## config.mk

```make
export PLATFORM = sky130hd
export DESIGN_NAME = frame_rx
export DESIGN_NICKNAME = d
export VERILOG_FILES = /design/src/rtl/calc_pkg.sv /design/src/rtl/frame_rx_fifo.sv /design/src/rtl/frame_rx.sv
export SDC_FILE = /design/constraint.sdc
export NUM_CORES = 1
export LEC_CHECK = 0
export CAP_MARGIN = 20
export CORE_MARGIN = 1.5
export CORE_UTILIZATION = 44
export CTS_CLUSTER_SIZE = 24
export DETAILED_ROUTE_END_ITERATION = 16
export PLACE_DENSITY = 0.79
export SLEW_MARGIN = 40
export SYNTH_ARGS = -nofsm -noshare
export SYNTH_HDL_FRONTEND = slang
export SYNTH_HIERARCHICAL = 1
export SYNTH_SLANG_ARGS = --single-unit
```

## constraint.sdc

```tcl
create_clock -name clk -period 1.7 [get_ports clk]
set_clock_uncertainty 0.05 [all_clocks]
set_input_delay 0.255 -clock clk [delete_from_list [all_inputs] [get_ports clk]]
set_output_delay 0.255 -clock clk [all_outputs]
set_load 0.05 [all_outputs]
```

## src/rtl/calc_pkg.sv

```systemverilog
// -----------------------------------------------------------------------------
// calc_pkg
// Shared definitions for the calculator result link: frame length, field
// offsets/widths of the packed frame {op_a, op_b, result, flags, sel} and the
// receiver FSM state type.
// -----------------------------------------------------------------------------
package calc_pkg;

    localparam int FRAME_W = 32;

    // Field offsets inside the packed frame (MSB first on the wire)
    localparam int OPA_LSB = 24;
    localparam int OPB_LSB = 16;
    localparam int RES_LSB = 8;
    localparam int FLG_LSB = 4;
    localparam int SEL_LSB = 0;

    // Field widths
    localparam int OPA_W = 8;
    localparam int OPB_W = 8;
    localparam int RES_W = 8;
    localparam int FLG_W = 4;
    localparam int SEL_W = 4;

    typedef enum logic {
        IDLE  = 1'b0,
        SHIFT = 1'b1
    } rx_state_t;

endpackage

```

## src/rtl/frame_rx_fifo.sv

```systemverilog
// -----------------------------------------------------------------------------
// frame_rx_fifo
// Synchronous FIFO buffering received frames. A push and a pop in the same
// cycle both succeed even when full; a push to a full FIFO with no pop is
// ignored (the caller reports the drop). Pointers carry one extra wrap bit.
//
// Ports:
//   clk, reset  : clock, synchronous active-high reset
//   push, din   : write request and data
//   pop         : read request (ignored when empty)
//   full, empty : status
//   head        : oldest entry (valid when ~empty)
// -----------------------------------------------------------------------------
module frame_rx_fifo #(
    parameter int WIDTH = 32,
    parameter int DEPTH = 4
) (
    input  logic             clk,
    input  logic             reset,
    input  logic             push,
    input  logic             pop,
    input  logic [WIDTH-1:0] din,
    output logic             full,
    output logic             empty,
    output logic [WIDTH-1:0] head
);

    localparam int AW = $clog2(DEPTH);
    localparam int PW = AW + 1;

    logic [PW-1:0]    wr_ptr;
    logic [PW-1:0]    rd_ptr;
    logic [WIDTH-1:0] mem [DEPTH];
    logic             do_pop;
    logic             do_push;

    assign empty   = (wr_ptr == rd_ptr);
    assign full    = (wr_ptr[AW-1:0] == rd_ptr[AW-1:0]) && (wr_ptr[AW] != rd_ptr[AW]);
    assign do_pop  = pop & ~empty;
    // A pop frees the slot being written, so a full FIFO still accepts the push.
    assign do_push = push & (~full | do_pop);
    assign head    = mem[rd_ptr[AW-1:0]];

    // Storage and pointer update
    always_ff @(posedge clk) begin
        if (reset) begin
            wr_ptr <= {PW{1'b0}};
            rd_ptr <= {PW{1'b0}};
            for (int i = 0; i < DEPTH; i++) begin
                mem[i] <= {WIDTH{1'b0}};
            end
        end else begin
            if (do_push) begin
                mem[wr_ptr[AW-1:0]] <= din;
                wr_ptr              <= wr_ptr + {{AW{1'b0}}, 1'b1};
            end else begin
                wr_ptr <= wr_ptr;
            end
            if (do_pop) begin
                rd_ptr <= rd_ptr + {{AW{1'b0}}, 1'b1};
            end else begin
                rd_ptr <= rd_ptr;
            end
        end
    end

endmodule

```

## src/rtl/frame_rx.sv

```systemverilog
// -----------------------------------------------------------------------------
// frame_rx
// Serial receiver for the 32-bit calculator result frame. Samples dout on each
// rising edge of clk_tx (detected in the clk domain) while dout_valid is high,
// rebuilds the frame MSB first and presents it through a valid/ready handshake.
//
// Optional feature: define FRAME_RX_FIFO_EN to replace the single holding
// register with a FIFO_DEPTH-entry FIFO (frame_rx_fifo).
//
// Ports:
//   clk, reset          : clock, synchronous active-high reset
//   clk_tx              : divided transmit clock, used as a sample strobe only
//   dout_valid, dout    : serial frame qualifier and data (MSB first)
//   frame, op_a..sel    : received frame and its field slices
//   frame_valid/ready   : output handshake
//   abort_err           : 1-cycle pulse, frame truncated
//   overrun             : 1-cycle pulse, completed frame dropped
//   rx_busy             : high while shifting a frame
// -----------------------------------------------------------------------------
module frame_rx
    import calc_pkg::*;
#(
    parameter int WIDTH      = FRAME_W,
    parameter int FIFO_DEPTH = 4
) (
    input  logic                 clk,
    input  logic                 reset,
    input  logic                 clk_tx,
    input  logic                 dout_valid,
    input  logic                 dout,
    output logic [WIDTH-1:0]     frame,
    output logic [OPA_W-1:0]     op_a,
    output logic [OPB_W-1:0]     op_b,
    output logic [RES_W-1:0]     result,
    output logic [FLG_W-1:0]     flags,
    output logic [SEL_W-1:0]     sel,
    output logic                 frame_valid,
    input  logic                 frame_ready,
    output logic                 abort_err,
    output logic                 overrun,
    output logic                 rx_busy
);

    if (FIFO_DEPTH < 2 || (FIFO_DEPTH & (FIFO_DEPTH - 1)) != 0) begin : g_depth_check
        $error("frame_rx: FIFO_DEPTH must be a power of two and at least 2");
    end

    rx_state_t        state;
    logic [5:0]       cnt;
    logic [WIDTH-1:0] sh;
    logic             clk_tx_q;
    logic             samp;
    logic             push;
    logic [WIDTH-1:0] push_data;

    assign samp      = clk_tx & ~clk_tx_q;
    assign push_data = {sh[WIDTH-2:0], dout};
    // The sample that delivers the last bit completes the frame.
    assign push      = samp & dout_valid & (state == SHIFT) & (cnt == 6'(WIDTH - 1));

    assign op_a   = frame[OPA_LSB +: OPA_W];
    assign op_b   = frame[OPB_LSB +: OPB_W];
    assign result = frame[RES_LSB +: RES_W];
    assign flags  = frame[FLG_LSB +: FLG_W];
    assign sel    = frame[SEL_LSB +: SEL_W];

    // Delay of clk_tx for rising-edge detection
    always_ff @(posedge clk) begin
        if (reset) begin
            clk_tx_q <= 1'b0;
        end else begin
            clk_tx_q <= clk_tx;
        end
    end

    // Receive FSM: shifter, bit counter, abort pulse and busy flag
    always_ff @(posedge clk) begin
        if (reset) begin
            state     <= IDLE;
            cnt       <= 6'd0;
            sh        <= {WIDTH{1'b0}};
            abort_err <= 1'b0;
            rx_busy   <= 1'b0;
        end else begin
            abort_err <= 1'b0;
            if (samp) begin
                case (state)
                    IDLE: begin
                        if (dout_valid) begin
                            sh      <= push_data;
                            cnt     <= 6'd1;
                            state   <= SHIFT;
                            rx_busy <= 1'b1;
                        end
                    end
                    SHIFT: begin
                        if (dout_valid) begin
                            sh <= push_data;
                            if (cnt == 6'(WIDTH - 1)) begin
                                cnt     <= 6'd0;
                                state   <= IDLE;
                                rx_busy <= 1'b0;
                            end else begin
                                cnt <= cnt + 6'd1;
                            end
                        end else begin
                            // Qualifier dropped mid-frame: discard the partial frame.
                            abort_err <= 1'b1;
                            sh        <= {WIDTH{1'b0}};
                            cnt       <= 6'd0;
                            state     <= IDLE;
                            rx_busy   <= 1'b0;
                        end
                    end
                    default: begin
                        cnt     <= 6'd0;
                        state   <= IDLE;
                        rx_busy <= 1'b0;
                    end
                endcase
            end
        end
    end

`ifdef FRAME_RX_FIFO_EN
    logic fifo_full;
    logic fifo_empty;
    logic fifo_pop;

    assign fifo_pop    = frame_ready & ~fifo_empty;
    assign frame_valid = ~fifo_empty;

    frame_rx_fifo #(
        .WIDTH (WIDTH),
        .DEPTH (FIFO_DEPTH)
    ) u_fifo (
        .clk   (clk),
        .reset (reset),
        .push  (push),
        .pop   (frame_ready),
        .din   (push_data),
        .full  (fifo_full),
        .empty (fifo_empty),
        .head  (frame)
    );

    // Overrun pulse: push into a full FIFO that is not popped this cycle
    always_ff @(posedge clk) begin
        if (reset) begin
            overrun <= 1'b0;
        end else begin
            overrun <= push & fifo_full & ~fifo_pop;
        end
    end
`else
    // Single holding register with overrun detection
    always_ff @(posedge clk) begin
        if (reset) begin
            frame       <= {WIDTH{1'b0}};
            frame_valid <= 1'b0;
            overrun     <= 1'b0;
        end else begin
            overrun <= 1'b0;
            if (push) begin
                if (!frame_valid || frame_ready) begin
                    frame       <= push_data;
                    frame_valid <= 1'b1;
                end else begin
                    overrun <= 1'b1;
                end
            end else if (frame_ready) begin
                frame_valid <= 1'b0;
            end
        end
    end
`endif

endmodule

```

==> results.txt <==
Power consumption - 3.25 mW
Core area - 6390 um^2
Clock Sinks - 75
Maximum clock insertion buffer count - 2
Worst vdd ir - 0.000482 V
Synthesized instance count - 274
DRC violations left - 0
Synth Register Bits - 75
Synthesis-to-layout area growth - 26.3%
PwrDens - 884 nW/um^2
Die Ht - 84.4 um
Met3 WL - 321 um
# diodes - 0
Routed WL - 5740 um
HP Class - input port to flip-flop
Initial antenna violation count - 0
Final setup fails - 0
Number of global-route vias before repair - 1904
Die width - 84.4 um
Netlist Area Pre-Place - 2910 um^2
Final Util - 57.6%
Die Area - 7120 um^2
CTS root buf - clkbuf_8
Hold-fix buffers, CTS - 0
Nets - 341
Pre-CTS WS - -0.366 ns
TritonCTS Buffers - 9
Largest area contributor in the netlist - dfxtp_1
Remaining antenna violation count - 0
Syn_area_per_cell - 10.6 um^2
I/O Buffers - 73
CTS clock-pin slew for the worst setup and hold paths - 0.08 ns
Wire per inst - 13.8 um
R2r startpoint - cnt[1]
Hold_sp - reset
Met2 WL - 2700 um
First-pass GRT wire length - 9130 um
Crit Path Class - flip-flop to flip-flop
Achievable Freq - 0.591 GHz
CTS tree - built
Max-Cap Viols - 0
Iteration-0 DRC Markers - 85
CP max FO - 8
CP startpoint - cnt[1]
Htree depth - 3
Tcrit/Tclk final - 99.6%
Vias per std cell - 5.12
Switch share - 22.1%
Largest net degree at the start of global routing - 27
Flop pwr share - 54.4%
I/O Pins - 74
Critical Path RT - 1.88 ns
Later-pin clock latency in the skew report - 0.35 ns
Yosys top cell area share - 51.5%
Sequential cell area fraction in the yosys report - 51.5%
Worst Tran Pin Value - 0.585 ns
Final Hold Viols - 0
Grt ovf - 0
RSZ-0062 raised after global routing - true
Tot GR Track Use - 16.0%
Routability Congestion - 0.836
Count of cell types in the netlist - 33
Share of layout cells above drive strength 1 - 34.2%
DR vias - 2129
Highest Signal Layer - met4
CP Launch Type - flip-flop
Syn Nets - 281
Drt first pass iters - 4
Worst setup EP type - flip-flop
Pint - 2.53 mW
Combinational fraction of design power - 4.0%
Worst setup margin - 0.00690 ns
Yosys warns - 6
Status - finished, final reports clean
Initial Util - 45.6%
Clock share of power - 41.5%
Switch Pwr - 0.719 mW
Final Critical Period - 1.69 ns
Slew HR - 60.9%
Row cnt - 29
Final HPWL DP - 3730 um
Fin. max-slew vios - 0
Crit path arrival time - 1.87 ns
Wl on met1 - 2590 um
Ranking of synthesized cells by area - dfxtp_1 52%, mux2i_1 11%, buf_4 8.2%
Leakage - 1.52 nW
cells in the mapped netlist:
master / instances
nor3b_1: 1
and4_1: 2
buf_2: 3
buf_12: 3
nor2b_1: 3
nor2_1: 44
nand4_1: 1
a21oi_1: 3
a22o_1: 26
mux2i_1: 32
nand2_1: 7
nor4b_1: 1
nor3_1: 3
buf_4: 32
o21ai_1: 1
nor2_2: 1
buf_6: 4
o22ai_1: 1
a22oi_1: 6
a211oi_1: 1
ha_1: 1
dfxtp_1: 75
o21bai_1: 1
xnor2_1: 3
nor4_1: 1
nand2b_1: 3
inv_1: 1
clkbuf_1: 5
and3b_1: 1
a21o_1: 3
or3_1: 1
and2b_1: 1
nand3_1: 3
registers in the layout (all words and copies together), names as in the netlist:
name,flops
cnt,6
frame_valid,1
clk_tx_q,1
overrun,1
state,1
abort_err,1
frame,32
sh,31
rx_busy,1
through the flow:
step	instances	setup TNS, ns	cell area [um^2]	hold slack [ns]
finish	416	0	3680	0.231
global route	416	-0.148	3680	0.231
CTS	410	0	3550	0.227
detailed placement	394	-14.69	3350	0.423
global placement	394	-20.82	3340	0.408
floorplan	274	0	2910	0.282
final timing paths:
| path | endpoint | slack, ns | cells after the start |
|---|---|---|---|
| setup / recovery | frame[8] | 0.007 | 6 |
| setup reg to reg | frame[8] | 0.007 | 6 |
| hold / removal | frame[4] | 0.23 | 2 |
| hold reg to reg | rx_busy | 0.43 | 2 |
what timing repair did:
| action | in CTS | in global routing |
|---|---|---|
| setup endpoints to repair | 25 | 32 |
| buffers inserted | 0 | 3 |
| resized for setup | 1 | 9 |
| gates cloned | 0 | 3 |
| pin swaps | 0 | 4 |
per-layer routing:
layer | GRT usage (%) | vias to the layer above
met2 | 25.0 | 64
met3 | 4.03 | 15
met1 | 20.6 | 1010
met5 | 0 | -
met4 | 8.36 | 0
li1 | - | 1040
power by group through the flow:
| stage | clock (mW) | sequential (mW) | combinational (mW) |
|---|---|---|---|
| 3_5_place_dp | 0 | 1.81 | 0.125 |
| 6_report | 1.35 | 1.77 | 0.130 |
| 2_1_floorplan | 0 | 1.82 | 0.0683 |
| 4_1_cts | 1.38 | 1.77 | 0.125 |
| 3_3_place_gp | 0 | 1.81 | 0.120 |
| 5_1_grt | 1.47 | 1.77 | 0.141 |
layout make-up:
| class | count | area [um^2] |
|---|---|---|
| fill | 547 | 2710 |
| sequential | 75 | 1500 |
| multi-input combinational | 151 | 1080 |
| timing repair buffer | 96 | 806 |
| clock buffer | 12 | 145 |
| tap | 77 | 96.3 |
| clock inverter | 4 | 48.8 |
| inverter | 1 | 3.75 |
critical path: stages, from the launching register on:
cell and delay (ns):
dfxtp_2 0.36, ha_4 0.14, and4_4 0.23, and4_4 0.34
clkbuf_16 0.20, mux2i_1 0.20, nor2_1 0.05
layout by cell type, fill, tap and decap left out, types with 3 or more instances in the layout:
cell type / count
clkdlybuf4s50_1: 4
clkbuf_8: 10
nand3_1: 3
nand2_1: 7
clkbuf_16: 3
nor2_1: 44
buf_4: 86
a21o_1: 3
xnor2_1: 3
mux2i_1: 30
a21oi_1: 3
a22oi_1: 6
nor3_1: 3
dfxtp_1: 73
a22o_1: 26
nand2b_1: 3
kinds of logic (layout without fill, tap and decap cells):
logic type,Yosys count,after routing,share of synthesized area (%)
AO/OA/AOI/OAI,42,42,11.5
XOR/XNOR,3,3,0.902
adder cells (fa/ha/maj),1,1,0.429
buffers and inverters,48,113,13.1
flip-flops,75,75,51.5
multiplexers,32,32,11.0
AND/OR/NAND/NOR,73,73,11.5
(Power assumes the default switching activity.)
